**config.mk**
```make
export PLATFORM = sky130hd
export DESIGN_NAME = cplx_mult_conj_pipe
export DESIGN_NICKNAME = d
export VERILOG_FILES = /design/src/rtl/cplx_mult_conj_pipe.sv
export SDC_FILE = /design/constraint.sdc
export NUM_CORES = 2
export LEC_CHECK = 0
export CORE_MARGIN = 3
export CORE_UTILIZATION = 25
export DETAILED_ROUTE_END_ITERATION = 12
export HOLD_SLACK_MARGIN = 0.12
export PLACE_DENSITY = 0.48
export SYNTH_ARGS = -nofsm -noshare
export SYNTH_HDL_FRONTEND = slang
export SYNTH_SLANG_ARGS = --single-unit
export TNS_END_PERCENT = 100
```
**constraint.sdc**
```tcl
create_clock -name clk -period 8.25 [get_ports clk]
set_input_delay 1.2375 -clock clk [delete_from_list [all_inputs] [get_ports clk]]
set_output_delay 1.2375 -clock clk [all_outputs]
set_load 0.01 [all_outputs]
```
**src/rtl/cplx_mult_conj_pipe.sv**
```systemverilog
// cplx_mult_conj_pipe
//   Fully pipelined fixed-point complex multiplier with per-transaction
//   conjugation select. Each result carries round-half-up rounding,
//   saturation and an overflow flag. Latency is 3 ce-enabled cycles and
//   throughput is one transaction per cycle, with no backpressure.
//
// Ports
//   clk, rst          rising-edge clock, asynchronous active-high reset
//   ce                clock enable; low freezes every register
//   in_valid/A/B      operand pair, each packed {real[2W-1:W], imag[W-1:0]}
//   mode              00 A*B, 01 conj(A)*B, 10 A*conj(B), 11 conj(A)*conj(B)
//   in_tag            user tag, returned with the result
//   result            product {real, imag} in the W-bit FRAC format
//   out_valid         result/out_tag/ovf valid this cycle
//   out_tag           tag of the transaction in result
//   ovf               real or imag part saturated

// Per-lane round + saturate on a (2W+1)-bit sum.
module cmx_rnd_sat #(
  parameter int W    = 16,
  parameter int FRAC = 15
) (
  input  logic signed [2*W:0] x,
  output logic [W-1:0]        y,
  output logic                sat
);
  localparam int XW = 2*W + 2;  // one guard bit so adding the rounding constant cannot wrap
  localparam logic signed [XW-1:0] RND  = {{(XW-1){1'b0}}, 1'b1} << (FRAC-1);
  localparam logic signed [XW-1:0] MAXV = {{(W+3){1'b0}}, {(W-1){1'b1}}};
  localparam logic signed [XW-1:0] MINV = {{(W+3){1'b1}}, {(W-1){1'b0}}};

  logic signed [XW-1:0] xe, rs;
  assign xe = {x[2*W], x};
  assign rs = (xe + RND) >>> FRAC;

  always_comb begin
    y   = rs[W-1:0];
    sat = 1'b0;
    if (rs > MAXV) begin
      y   = {1'b0, {(W-1){1'b1}}};
      sat = 1'b1;
    end else if (rs < MINV) begin
      y   = {1'b1, {(W-1){1'b0}}};
      sat = 1'b1;
    end
  end
endmodule

module cplx_mult_conj_pipe #(
  parameter int W     = 16,
  parameter int FRAC  = 15,
  parameter int TAG_W = 4
) (
  input  logic             clk,
  input  logic             rst,
  input  logic             ce,
  input  logic             in_valid,
  input  logic [2*W-1:0]   A,
  input  logic [2*W-1:0]   B,
  input  logic [1:0]       mode,
  input  logic [TAG_W-1:0] in_tag,
  output logic [2*W-1:0]   result,
  output logic             out_valid,
  output logic [TAG_W-1:0] out_tag,
  output logic             ovf
);
  localparam int STAGES = 3;
  localparam int PW     = 2*W;
  localparam int SW     = 2*W + 1;

  logic [STAGES:0] vld_pipe;
  assign vld_pipe[0] = in_valid;

  always_ff @(posedge clk or posedge rst)
    if (rst)     vld_pipe[STAGES:1] <= '0;
    else if (ce) vld_pipe[STAGES:1] <= vld_pipe[STAGES-1:0];

  assign out_valid = vld_pipe[STAGES];

  // ---- stage 1: four partial products, conj flags, tag
  logic signed [W-1:0] ar, ai, br, bi;
  assign ar = A[2*W-1:W];
  assign ai = A[W-1:0];
  assign br = B[2*W-1:W];
  assign bi = B[W-1:0];

  logic signed [PW-1:0] p_rr, p_ii, p_ri, p_ir;
  logic                 s1_ca, s1_cb;
  logic [TAG_W-1:0]     s1_tag;

  always_ff @(posedge clk or posedge rst)
    if (rst) begin
      p_rr <= '0; p_ii <= '0; p_ri <= '0; p_ir <= '0;
      s1_ca <= 1'b0; s1_cb <= 1'b0; s1_tag <= '0;
    end else if (ce && vld_pipe[0]) begin
      p_rr   <= ar * br;
      p_ii   <= ai * bi;
      p_ri   <= ar * bi;
      p_ir   <= ai * br;
      s1_ca  <= mode[0];
      s1_cb  <= mode[1];
      s1_tag <= in_tag;
    end

  // ---- stage 2: conjugation applied as sign on products, so the
  // most-negative operand never has to be negated at W bits.
  logic signed [SW-1:0] x_rr, x_ii, x_ri, x_ir, re_n, im_n;
  assign x_rr = {p_rr[PW-1], p_rr};
  assign x_ii = {p_ii[PW-1], p_ii};
  assign x_ri = {p_ri[PW-1], p_ri};
  assign x_ir = {p_ir[PW-1], p_ir};

  always_comb begin
    re_n = (s1_ca ^ s1_cb) ? (x_rr + x_ii) : (x_rr - x_ii);
    im_n = (s1_cb ? -x_ri : x_ri) + (s1_ca ? -x_ir : x_ir);
  end

  // lane 1 = real, lane 0 = imag, matching the {real, imag} packing
  logic [1:0][SW-1:0] s2_sum;
  logic [TAG_W-1:0]   s2_tag;

  always_ff @(posedge clk or posedge rst)
    if (rst) begin
      s2_sum <= '0;
      s2_tag <= '0;
    end else if (ce && vld_pipe[1]) begin
      s2_sum <= {re_n, im_n};
      s2_tag <= s1_tag;
    end

  // ---- stage 3: round, saturate, register outputs
  logic [1:0][W-1:0] lane_y;
  logic [1:0]        lane_sat;

  for (genvar g = 0; g < 2; g++) begin : g_lane
    cmx_rnd_sat #(.W(W), .FRAC(FRAC)) u_rs (
      .x   (s2_sum[g]),
      .y   (lane_y[g]),
      .sat (lane_sat[g])
    );
  end

  always_ff @(posedge clk or posedge rst)
    if (rst) begin
      result  <= '0;
      out_tag <= '0;
      ovf     <= 1'b0;
    end else if (ce && vld_pipe[2]) begin
      result  <= lane_y;
      out_tag <= s2_tag;
      ovf     <= |lane_sat;
    end
endmodule

```
### Yosys cells after proc, flatten, opt, wreduce, memory -nomap -nowiden

Cells that the tools add are included.

* div/mod/pow operators: 0
* $mul: 4
* $lt $le $gt $ge: 4
* $add $sub $neg: 7
* reduce and logical (&&, ||, !) cells: 4
* mux-type cells: 11
* shifts and indexed selects: 0
* eq/ne operators: 0
* bitwise logic cells: 1

Operator list (number)
* 16-bit by 16-bit multiplier with 32-bit output: 4
* 33-bit two-way mux: 3
* 33-bit by 16-bit adder with 34-bit output (second input constant): 2
* 32-bit negator with 33-bit output: 2
* 16-bit two-way mux: 4
* 19-bit by 16-bit greater-than comparator with 1-bit output (second input constant): 2
* 19-bit by 16-bit less-than comparator with 1-bit output (second input constant): 2
* 32-bit by 32-bit adder with 33-bit output: 1
* 33-bit adder: 1
* 32-bit by 32-bit subtractor with 33-bit output: 1
* 1-bit two-way mux: 4
* 1-bit logical AND: 3
* 2-bit OR reduction: 1
* 1-bit bitwise XOR: 1

* bits in latches: 0
* memory bits (writable): 0
* output and inout bits: 38
* word-level logic and storage cells: 45
* input bits: 74
* memories: 0
* ROM bits: 0
* register bits: 244

### Depth between registers and ports, before layout

* word-level depth: 5
* depth in mapped cells: 26
* gate-level depth less buffers: 25

### Cells and area by module

A second synthesis with hierarchy kept.

* cell total of the unflattened synthesis: 5899
* area, all modules: 53836.6 µm²

By module, submodules not included
* cplx_mult_conj_pipe: cells each 5747, sequential area each 6105.9 µm², area each 52768.1 µm², times used 1
* cmx_rnd_sat: cells each 76, sequential area each 0.0 µm², area each 534.3 µm², times used 2

### Worst setup path after synthesis

OpenSTA, ideal clock, no wires.

* path kind: input -> register
* from: in A[31]
* to: reg p_rr[28]
* path buffers: 1
* setup slack: 899 ps
* required time: 8125 ps
* arrival: 7227 ps
* setup time: 125 ps
* cell stages on the path: 22
* cell sequence: clkbuf_1 -> nand2_1 -> fa_1 -> inv_1 -> fa_1 -> fa_1 -> fa_1 -> fa_1 -> inv_1 -> fa_1 -> inv_1 -> ha_1 -> a21oi_1 -> nand2_1 -> a21o_1 -> a21oi_1 -> nor2b_1 -> a31o_2 -> a2111oi_0 -> nor2_1 -> xor2_1 -> mux2_2

* longest elaborated chain between the ends: 1

Ends and longest elaborated chain
* from (decl): line 58 `input logic [2*W-1:0] A,`
* 16-bit by 16-bit multiplier with 32-bit output: line 96 `p_rr <= ar * br;`
* to (signal assigned): line 96
* to (decl): line 87 `logic signed [PW-1:0] p_rr, p_ii, p_ri, p_ir;`

No other way between the ends.
A chain may end at the register's enable or synchronous reset.

### Worst setup path in the final report

* from: in B[18]
* to: reg p_rr[31]

* longest elaborated chain between the ends: 1

Ends and longest elaborated chain
* from (decl): line 59 `input logic [2*W-1:0] B,`
* 16-bit by 16-bit multiplier with 32-bit output: line 96

No other way between the ends.

==> results.md <==
| Parameter | Value | Unit |
|---|---|---|
| Area delta synth->final | 12.97 | % |
| Inserted Clock Buffers | 29 | - |
| WS Path Type | primary input to register | - |
| Worst setup slack for register-to-register paths | 3.13 | ns |
| Pin count of the biggest net entering global routing | 226 | - |
| Stage delay of the slowest cell on the critical path | 0.55 | ns |
| Per-cell routed wire length | 18.77 | um |
| Final routed wirelength across all metal layers | 159800 | um |
| Number of library cell types mapped by synthesis | 65 | - |
| Kind of cell adding the most delay to the critical path | adder cells | - |
| Sink count of the clock tree | 216 | - |
| Fmax | 0.1302 | GHz |
| Area enclosed by the die boundary | 0.2112 | sq mm |
| Depth of the worst register-to-register path | 19 | - |
| Relative max-transition margin | 18.04 | % |
| Post-cts hold buffer count | 0 | - |
| Sort of element at the start of the critical path | primary input | - |
| Capture point of the critical path | p_rr[31] | - |
| Initial antenna violation count | 16 | - |
| Required time reported for the critical path endpoint | 8.70 | ns |
| FFs w/ async S/R, synth | 100.0 | % |
| Synth area leaders | sky130_fd_sc_hd__fa_1, sky130_fd_sc_hd__dfrtp_1, sky130_fd_sc_hd__ha_1 | - |
| Most Frequent Cell on Critical Path | sky130_fd_sc_hd__fa_1 | - |
| Horizontal die dimension | 459.6 | um |
| Reg-to-reg endpoint | s2_sum[32] | - |
| Worst Tran Pin Value | 1.229 | ns |
| Number of standard cells after synthesis | 5726 | - |
| Number of synthesized flops with an enable pin | 0 | - |
| Worst setup startpoint | B[18] | - |
| GR peak layer | met2 | - |
| Path type of the worst min-delay path | register to register | - |
| Via count of the first global-routing pass | 40460 | - |
| IO buf count | 111 | - |
| Number of remaining DRC errors | 0 | - |
| Placement row count | 165 | - |
| Instance count on the critical path | 25 | - |
| Worst-case clock skew | 0.04232 | ns |
| Global-route wire length before repair | 248100 | um |
| Overall track demand over capacity in global routing | 15.24 | % |
| Post-route fraction of the period consumed by the critical path | 93.09 | % |
| Clock tree from TritonCTS | yes | - |
| Total Nets Final | 7337 | - |
| Fill cell instance count of the final layout | 21578 | - |
| Setup repair bufs after CTS | 0 | - |
| Final design instance area without fill | 0.05811 | sq mm |
| Die span in y | 459.6 | um |
| Io pins | 112 | - |
| Number of max-slew violations in the final report | 0 | - |
| Final setup fails | 0 | - |
| Yosys warnings | 0 | - |
| Clock-pin slew on the worst setup and hold paths | 0.06 | ns |
| Standard cell core area | 0.2034 | sq mm |
| Longest Clk Path Bufs | 3 | - |
| Final hold violation count | 0 | - |
| Detailed-router iteration count before antenna repair | 5 | - |
| Routability Congestion | 0.8846 | - |
| Post-Synthesis Net Count | 7243 | - |
| Number of gates resized after CTS | 0 | - |
| Starting density of the core | 25.30 | % |
| Count of vias placed by the detailed router | 37910 | - |
| Post-synth design cell area | 0.05144 | sq mm |
| Yosys top cell area share | 40.79 | % |
| CP bufs+invs | 7 | - |
| Arrival time worst endpoint | 8.13 | ns |
| Result of the run | completed | - |
| Launch point of the worst reg-to-reg path | p_ir[2] | - |
| GRT met1 Usage | 22.04 | % |
| Maxcap violations | 0 | - |
| Library cell contributing the largest single delay on the critical path | sky130_fd_sc_hd__clkdlybuf4s50_1 | - |
| Flop and latch count out of synthesis | 216 | - |
| Top FF cell, synth | sky130_fd_sc_hd__dfrtp_1 | - |
| Crit path time final | 7.680 | ns |
| HPWL reported at the end of detailed placement | 129300 | um |
| Sequential-to-total area share from yosys stat | 10.51 | % |
| Remaining Overflow, GRT | 0 | - |
| Ratio of cells with drive above 1 in the final layout | 4.984 | % |
| Initial detailed-routing violation count | 2374 | - |
| Setup repair after global routing missed its margin | no | - |
| Cell type with the largest total area after synthesis | sky130_fd_sc_hd__fa_1 | - |
| CTS H-tree lvls | 1 | - |
| Detail-routed via count per cell | 4.454 | - |
| Cell at the root of the clock tree | sky130_fd_sc_hd__clkbuf_16 | - |
| Routing usage on met2 | 23.38 | % |
| Synth Area per Inst | 8.983 | sq um |
| Critical Path Fanout Max | 14 | - |
| Core Util, Final | 28.58 | % |
| Detail Route Antenna Nets | 0 | - |
| Placed instance area | 0.05717 | sq mm |
| Sort of element at the end of the critical path | register | - |
| Clk_lat worst skew | 0.61 | ns |
| Met3 capacity usage during global routing | 3.210 | % |
[cell usage in the layout (no fill, tap or decap), types with 41 or more instances in the layout]
cell type / instances
sky130_fd_sc_hd__buf_12: 53
sky130_fd_sc_hd__inv_1: 1166
sky130_fd_sc_hd__nand2_1: 833
sky130_fd_sc_hd__ha_1: 395
sky130_fd_sc_hd__fa_1: 1048
sky130_fd_sc_hd__nor3_1: 41
sky130_fd_sc_hd__clkdlybuf4s50_1: 111
sky130_fd_sc_hd__xnor2_1: 198
sky130_fd_sc_hd__buf_4: 154
sky130_fd_sc_hd__nor2_1: 138
sky130_fd_sc_hd__o21ai_0: 243
sky130_fd_sc_hd__and2_1: 469
sky130_fd_sc_hd__xor2_1: 94
sky130_fd_sc_hd__nand3_1: 48
sky130_fd_sc_hd__dfrtp_1: 216
sky130_fd_sc_hd__a21o_1: 59
sky130_fd_sc_hd__a21oi_1: 155
[tightest hold or removal path, delay by kind of cell, from the launching register on]
| family | cells | cell delay (ns) |
|---|---|---|
| DFF | 1 | 0.33 |
| and+or+nand+nor | 2 | 0.10 |
[Yosys cell counts, drive strengths merged (59+ instances only)]
cell    count
o21ai     245
a21oi     155
dfrtp     216
a21o       59
nor2      138
fa       1048
xor2       94
inv      1167
nand2     835
xnor2     199
clkbuf    248
ha        395
and2      471
[cell families (layout without fill, tap and decap cells)]
| logic type | after synthesis | after routing | synth area share [%] |
|---|---|---|---|
| and+or+nand+nor | 1683 | 1683 | 15.66 |
| AOI/OAI and AO/OA | 657 | 657 | 7.789 |
| xor gates and xnor gates | 293 | 293 | 5.004 |
| DFF | 216 | 216 | 10.51 |
| buffers and inverters | 1422 | 1535 | 10.39 |
| other | 0 | 1 | 0 |
| muxes | 12 | 12 | 0.2530 |
| adders and majority gates | 1443 | 1443 | 50.40 |
[layout make-up]
| type | instances | area [sq um] | area share, % |
|---|---|---|---|
| clock inverters | 13 | 128.9 | 0.2218 |
| well taps | 2672 | 3343 | 5.753 |
| inverters | 1167 | 4388 | 7.551 |
| diodes | 1 | 2.502 | 0.004306 |
| multi-input cells | 4088 | 40710 | 70.05 |
| clock buffers | 37 | 805.8 | 1.387 |
| flip-flops and latches | 216 | 5405 | 9.302 |
| repair buffers | 318 | 3328 | 5.727 |
[layer usage]
metal  wire length, um  vias up  part of all wire, %
li1                  -    17532                    -
met1             75660    19217                   47
met2             69300     1007                   43
met3             11360      150                  7.1
met4              3462        4                  2.2
met5                27        -                0.017
[state kept, by name, summed over array words and instances, names as in the netlist]
name and count:
s1_tag 4, s2_tag 4, p_ir 32, result 32, out_tag 4, out_valid 1
ovf 1, s1_cb 1, p_rr 32, p_ii 32, p_ri 32, s2_sum 38
s1_ca 1, vld_pipe 2
[worst min-delay path by stage]
stage               from          to  slack (ns)  cells past startpoint
2_1_floorplan  s2_tag[0]  out_tag[0]        0.43                      2
3_3_place_gp   s2_tag[3]  out_tag[3]        0.44                      2
3_5_place_dp   s2_tag[3]  out_tag[3]        0.45                      2
4_1_cts        s2_tag[3]  out_tag[3]        0.47                      2
5_1_grt        s1_tag[0]   s1_tag[0]        0.49                      2
6_report       s2_tag[2]  out_tag[2]        0.46                      2
[through the flow]
stage / hold WS, ns / setup slack [ns] / instances / TNS [ns]
after CTS: 0.4687 / 0.6111 / 8511 / 0
after detailed placement: 0.4534 / -0.01297 / 8461 / -0.02325
final: 0.4644 / 0.5699 / 8512 / 0
after global routing: 0.4922 / 0.1328 / 8511 / 0
after global placement: 0.4424 / 0.07190 / 8461 / 0
after floorplan: 0.4331 / 0.8986 / 5726 / 0
Power is not shown: default switching activity piles up to over one toggle a cycle in this logic, so the estimate is an artifact.
